`src/rtl/pose_round_ctrl.sv`:
```
// pose_round_ctrl: round sequencer for a pose-matching game.
// Shows a target pattern for SHOW_FRAMES frames, judges one frame by counting
// person pixels inside/outside the pattern, holds a verdict for RESULT_FRAMES
// frames, and repeats for NUM_ROUNDS rounds.
// Optional feature: define ROUND_SCORE_ACCUM_EN to add the 7-bit total_score
// output, which accumulates 3/2/0 points per perfect/good/bad round.
module pose_round_ctrl #(
    parameter int SHOW_FRAMES   = 180,
    parameter int RESULT_FRAMES = 120,
    parameter int NUM_ROUNDS    = 5
) (
    input  logic       clk,
    input  logic       reset,
    input  logic       start,
    input  logic       vsync_pulse,
    input  logic       pixel_valid,
    input  logic       in_polygon,
    input  logic       chroma,
    output logic       game_in,
    output logic       judging,
    output logic       perfect,
    output logic       good,
    output logic       bad,
    output logic       result_valid,
    output logic [3:0] round_num,
    output logic       game_over
`ifdef ROUND_SCORE_ACCUM_EN
    ,
    output logic [6:0] total_score
`endif
);

    typedef enum logic [2:0] {
        IDLE   = 3'd0,
        SHOW   = 3'd1,
        JUDGE  = 3'd2,
        RESULT = 3'd3,
        DONE   = 3'd4
    } state_t;

    localparam logic [7:0]  SHOW_LAST   = 8'(SHOW_FRAMES);
    localparam logic [7:0]  RESULT_LAST = 8'(RESULT_FRAMES);
    localparam logic [3:0]  LAST_ROUND  = 4'(NUM_ROUNDS);
    localparam logic [18:0] CNT_MAX     = 19'h7FFFF;

    state_t      state_reg, state_next;
    logic [7:0]  frame_cnt_reg, frame_cnt_next;
    logic [18:0] grn_cnt_reg, grn_cnt_next;
    logic [18:0] red_cnt_reg, red_cnt_next;
    logic [3:0]  round_reg, round_next;
    // Verdict bits ordered {perfect, good, bad}
    logic [2:0]  verdict_reg, verdict_next;

    logic [7:0]  frame_inc;
    logic [19:0] total;
    logic [22:0] grn_x5, total_x4, grn_x2, total_w;
    logic [2:0]  verdict_calc;
    logic        count_pixel;

`ifdef ROUND_SCORE_ACCUM_EN
    logic [6:0]  score_reg, score_next;
    logic [7:0]  score_sum;
    logic [6:0]  score_pts;
`endif

    assign frame_inc   = frame_cnt_reg + 8'd1;
    // A pixel strobe coinciding with vsync belongs to no frame and is dropped
    assign count_pixel = pixel_valid && !chroma && !vsync_pulse;

    // Ratio tests by cross-multiplication: 5*g >= 4*t is g/t >= 80 %, 2*g >= t is >= 50 %
    always_comb begin
        total        = {1'b0, grn_cnt_reg} + {1'b0, red_cnt_reg};
        grn_x5       = 23'(grn_cnt_reg) * 23'd5;
        total_x4     = 23'({total, 2'b00});
        grn_x2       = 23'({grn_cnt_reg, 1'b0});
        total_w      = 23'(total);
        verdict_calc = 3'b001;
        if (total != 20'd0) begin
            if (grn_x5 >= total_x4)
                verdict_calc = 3'b100;
            else if (grn_x2 >= total_w)
                verdict_calc = 3'b010;
        end
    end

`ifdef ROUND_SCORE_ACCUM_EN
    // Points for the verdict being latched, added with saturation at 127
    always_comb begin
        score_pts = 7'd0;
        if (verdict_calc[2])
            score_pts = 7'd3;
        else if (verdict_calc[1])
            score_pts = 7'd2;
        score_sum = {1'b0, score_reg} + {1'b0, score_pts};
    end
`endif

    // Next-state and datapath update; Moore outputs decoded from the current state
    always_comb begin
        state_next     = state_reg;
        frame_cnt_next = frame_cnt_reg;
        grn_cnt_next   = grn_cnt_reg;
        red_cnt_next   = red_cnt_reg;
        round_next     = round_reg;
        verdict_next   = verdict_reg;
`ifdef ROUND_SCORE_ACCUM_EN
        score_next     = score_reg;
`endif
        game_in        = 1'b1;
        judging        = 1'b0;
        result_valid   = 1'b0;
        game_over      = 1'b0;

        unique case (state_reg)
            IDLE, DONE: begin
                game_over = (state_reg == DONE);
                if (start) begin
                    state_next     = SHOW;
                    round_next     = 4'd1;
                    frame_cnt_next = 8'd0;
`ifdef ROUND_SCORE_ACCUM_EN
                    score_next     = 7'd0;
`endif
                end
            end
            SHOW: begin
                if (vsync_pulse) begin
                    if (frame_inc == SHOW_LAST) begin
                        state_next     = JUDGE;
                        frame_cnt_next = 8'd0;
                        grn_cnt_next   = 19'd0;
                        red_cnt_next   = 19'd0;
                    end else begin
                        frame_cnt_next = frame_inc;
                    end
                end
            end
            JUDGE: begin
                game_in = 1'b0;
                judging = 1'b1;
                if (vsync_pulse) begin
                    state_next     = RESULT;
                    verdict_next   = verdict_calc;
                    frame_cnt_next = 8'd0;
`ifdef ROUND_SCORE_ACCUM_EN
                    score_next     = score_sum[7] ? 7'd127 : score_sum[6:0];
`endif
                end else if (count_pixel) begin
                    if (in_polygon) begin
                        if (grn_cnt_reg != CNT_MAX)
                            grn_cnt_next = grn_cnt_reg + 19'd1;
                    end else begin
                        if (red_cnt_reg != CNT_MAX)
                            red_cnt_next = red_cnt_reg + 19'd1;
                    end
                end
            end
            RESULT: begin
                game_in      = 1'b0;
                result_valid = 1'b1;
                if (vsync_pulse) begin
                    if (frame_inc == RESULT_LAST) begin
                        frame_cnt_next = 8'd0;
                        verdict_next   = 3'b000;
                        if (round_reg == LAST_ROUND) begin
                            state_next = DONE;
                        end else begin
                            state_next = SHOW;
                            round_next = round_reg + 4'd1;
                        end
                    end else begin
                        frame_cnt_next = frame_inc;
                    end
                end
            end
            default: begin
                state_next = IDLE;
            end
        endcase
    end

    // State register
    always_ff @(posedge clk or posedge reset) begin
        if (reset)
            state_reg <= IDLE;
        else
            state_reg <= state_next;
    end

    // Counters, round number and verdict registers
    always_ff @(posedge clk or posedge reset) begin
        if (reset) begin
            frame_cnt_reg <= 8'd0;
            grn_cnt_reg   <= 19'd0;
            red_cnt_reg   <= 19'd0;
            round_reg     <= 4'd0;
            verdict_reg   <= 3'b000;
        end else begin
            frame_cnt_reg <= frame_cnt_next;
            grn_cnt_reg   <= grn_cnt_next;
            red_cnt_reg   <= red_cnt_next;
            round_reg     <= round_next;
            verdict_reg   <= verdict_next;
        end
    end

`ifdef ROUND_SCORE_ACCUM_EN
    // Running game score
    always_ff @(posedge clk or posedge reset) begin
        if (reset)
            score_reg <= 7'd0;
        else
            score_reg <= score_next;
    end

    assign total_score = score_reg;
`endif

    assign round_num = round_reg;
    assign perfect   = verdict_reg[2];
    assign good      = verdict_reg[1];
    assign bad       = verdict_reg[0];

endmodule

```
`config.mk`:
```
export PLATFORM = sky130hd
export DESIGN_NAME = pose_round_ctrl
export DESIGN_NICKNAME = d
export VERILOG_FILES = /design/src/rtl/pose_round_ctrl.sv
export SDC_FILE = /design/constraint.sdc
export NUM_CORES = 1
export LEC_CHECK = 0
export CAP_MARGIN = 10
export CORE_ASPECT_RATIO = 1.4
export CORE_UTILIZATION = 51
export DETAILED_ROUTE_END_ITERATION = 10
export PLACE_DENSITY = 0.71
export SKIP_LAST_GASP = 1
export SLEW_MARGIN = 0
export SYNTH_ARGS = -nofsm -noshare
export SYNTH_HDL_FRONTEND = slang
export SYNTH_SLANG_ARGS = --single-unit
```
`constraint.sdc`:
```
create_clock -name clk -period 5.45 [get_ports clk]
set_clock_uncertainty 0.1 [all_clocks]
set_input_delay 0.545 -clock clk [delete_from_list [all_inputs] [get_ports clk]]
set_output_delay 0.545 -clock clk [all_outputs]
set_load 0.02 [all_outputs]
```
==> flow_summary.yaml <==
floorplanning:
  core_area_mm2: 0.0113
  ioPinCount: 18
  floorplan.rows: 46
  die_width_um: 93.0
  design.die.area_mm2: 0.0120
  die_h_um: 129
  start_util_pct: 52.4
sta:
  post-route-worst-setup-slack_ps: 386
  setup-tns-final_ps: 0
  worst_pin_slew_ps: 853
  layout_worst_path_cycle_share_pct: 92.9
  clock.fmax_ghz: 0.197
  final_count_of_pins_violating_max_slew: 0
  setup_violations: 0
  max_slew_margin_pct: 42.9
  final-hold-violation-count: 0
  final.min_clock_period_ps: 5060
  unrepaired_setup_endpoints_after_global_routing: "false"
cts:
  cts.repair_timing.setup_buffer_count: 0
  insertion_delay_ps: 300
  cts.sink_count: 56
  cts.htree.levels: 2
  clock_tree.root_cell: "clkbuf_16"
  clockBufferDepth: 2
  path_clk_slew_ps: 80
  cts_buffers: 5
  ctsHoldBuffers: 0
  tritoncts: "built"
logic_synthesis:
  synth_async_sr_flop_share_pct: 100
  ys.flop_type: "dfrtp_1"
  synth.cell_area_mm2: 0.00591
  ys_warnings: 0
  synth_top_cells_by_area: "dfrtp_1 (24%), ha_1 (20%), o21ai_0 (5.3%)"
  synthCells: 708
  synth_edf_count: 0
  syn-mean-instance-area_um2: 8.35
  synthesis.nets: 811
  synth_sequential_area_ratio_pct: 23.7
  yosys_register_bits: 56
  synth.distinct_cells: 73
  synth.largest_area_cell: "dfrtp_1"
  netlist.area_leader.share_pct: 23.7
placed_design:
  finalWeightedCongestion: 0.854
  buffer_ports.inserted: 17
  dpl_cell_area_mm2: 0.00619
  pre_cts_ws_ps: 341
  place_hpwl_mm: 11.7
route:
  drt-total-wl_mm: 14.8
  vias: 5444
  detailedRoute.firstPassIterationCount: 4
  drc: 0
  detailedRoute.firstIterationViolations: 329
  antenna_violating_nets_left: 0
  route.detailed.vias_per_inst: 6.32
  detail_route.wl_per_cell_um: 17.2
layout:
  areaGrowthSynthToFinish_pct: 7.39
  finish.instance_area_mm2: 0.00635
  mostFrequentLayoutCells: "ha_1 (94), nor2_1 (65), o21ai_0 (63), dfrtp_1 (56), nand2_1 (54)"
  final_layout_size_suffix_gt1_share_pct: 4.74
  final_nets: 820
  mostFrequentLayoutCell: "ha_1"
  antenna_cells_inserted: 0
worst_hold_path:
  hold_path_class: "reg -> reg"
grt:
  met3_global_route_usage_pct: 2.58
  grt_pass1_vias: 5343
  grt_max_degree: 57
  met2_usage_pct: 47.8
  grt_busiest_layer: "met2"
  global_route.overflow_total: 0
  antenna_found_initial: 0
  grt_util_met1_pct: 27.9
  wire_length_of_the_first_global_routing_pass_mm: 24.7
  grt_use_total_pct: 25.7
setup_path:
  criticalPathCategory: "reg -> reg"
  cp_data_arrival_time_ps: 5170
  worstSetupEndpointType: "flop"
  critical_path.startpoint_type: "flop"
  critical_path.max_fanout: 8
  worstPathRequired_ps: 5560
pwr:
  total_leakage_power_nw: 2.99
  clock_power_share_pct: 23.3
  power.sequential.fraction_pct: 36.0
  power_frac_comb_pct: 40.7
  internal_power_mw: 0.891
  power_switching_share_pct: 40.0
  ir_drop_mv: 0.277
  switching_pwr_mw: 0.594
  power_density_mw_per_mm2: 234
  total_power_mw: 1.49
flow_run:
  max_capacitance_violation_total: 0
run_status:
  run_status: "completed"
[worst paths after layout]
kind	from	end	slack [ps]	cells past startpoint
worst max register to register	grn_cnt_reg[1]$_DFFE_PP0P_	verdict_reg[1]$_DFFE_PP0P_	390	23
worst min-delay path	verdict_reg[2]$_DFFE_PP0P_	verdict_reg[2]$_DFFE_PP0P_	400	2
max in group asynchronous	reset	grn_cnt_reg[15]$_DFFE_PP0P_	4090	3
worst max-delay path	grn_cnt_reg[1]$_DFFE_PP0P_	verdict_reg[1]$_DFFE_PP0P_	390	23
min in group asynchronous	reset	grn_cnt_reg[1]$_DFFE_PP0P_	670	3
worst min register to register	verdict_reg[2]$_DFFE_PP0P_	verdict_reg[2]$_DFFE_PP0P_	400	2
[final cells by class]
class                           count  area, µm²
Fill cell                        1091       4930
Multi-Input combinational cell    605       4310
Sequential cell                    56       1400
Clock inverter                      3       27.5
Inverter                           29        109
Timing Repair Buffer               20        193
Clock buffer                        5        125
Tap cell                          144        180
[power by group through the flow]
| stage | logic, mW | registers, mW | clock network (mW) |
|---|---|---|---|
| after global placement | 0.594 | 0.539 | 0 |
| after global routing | 0.666 | 0.545 | 0.365 |
| after detailed placement | 0.603 | 0.543 | 0 |
| after floorplan | 0.419 | 0.536 | 0 |
| after CTS | 0.608 | 0.535 | 0.352 |
| final | 0.604 | 0.535 | 0.346 |
[layer usage]
metal  vias up  share of wire (%)
li1       2659                  -
met1      2596                 41
met2       134                 51
met3        55                2.4
met4         0                5.8
met5         -                  0
[synth_stat cells, types with 2 or more instances]
cell       instances
a211oi_1           6
a21o_1            18
a21oi_1           50
a21oi_2            3
a221o_1            3
a22o_1             2
a311oi_1           3
a31oi_1            9
a41oi_1            2
and2_1             6
and3_1            14
and4_1             6
and4_4             2
buf_2              5
buf_6              2
clkbuf_1          10
dfrtp_1           56
fa_1               2
ha_1              94
inv_1             28
nand2_1           54
nand2b_1           5
nand3_1           33
nand3b_1           3
nand4_1           16
nor2_1            65
nor2b_1            9
nor3_1            16
nor3_2             2
nor3b_1            3
nor4_1             2
o2111ai_1          3
o211ai_1           7
o21a_1             5
o21ai_0           63
o21bai_1           5
o221ai_1           2
o31ai_1           10
o31ai_4            2
o41ai_1            2
or3_1              4
xnor2_1           24
xor2_1            22
[cell families (layout without fill, tap and decap cells)]
logic type	Yosys count	count (layout)	share of synthesized area, %
buffers and inverters	47	57	3.41
adder cells (fa/ha/maj)	98	98	20.9
AO/OA/AOI/OAI	210	210	23.4
XOR/XNOR	46	46	6.82
flip-flops	56	56	23.7
multiplexers	1	1	0.191
AND/OR/NAND/NOR	250	250	21.6
[through the flow]
stage | cells | hold slack [ps] | util (%)
detailed placement | 854 | 387 | 54.9
floorplan | 708 | 367 | -
finish | 862 | 397 | 56.3
global placement | 854 | 376 | 54.9
global route | 862 | 441 | 56.3
CTS | 862 | 405 | 56.2
[worst max-delay path: stages (launching register included)]
cell	delay [ps]
dfrtp_1	500
ha_1	340
ha_1	190
inv_1	70
fa_1	400
nor2b_1	110
o21ai_0	120
a21oi_2	200
o211ai_1	140
a21oi_1	220
nor3_1	120
o311ai_0	360
a21oi_1	160
xnor2_1	150
ha_1	300
nand2_1	90
nor2_1	50
and4_1	200
nand2_1	60
o2111ai_1	110
a41o_1	230
maj3_2	310
a21o_1	180
o31ai_1	240
[timing repair]
action	4_1_cts	5_1_grt
setup endpoints to repair	0	1
resized for setup	0	1
endpoints found under the hold margin	0	0
Power figures use the tool's default switching activity.
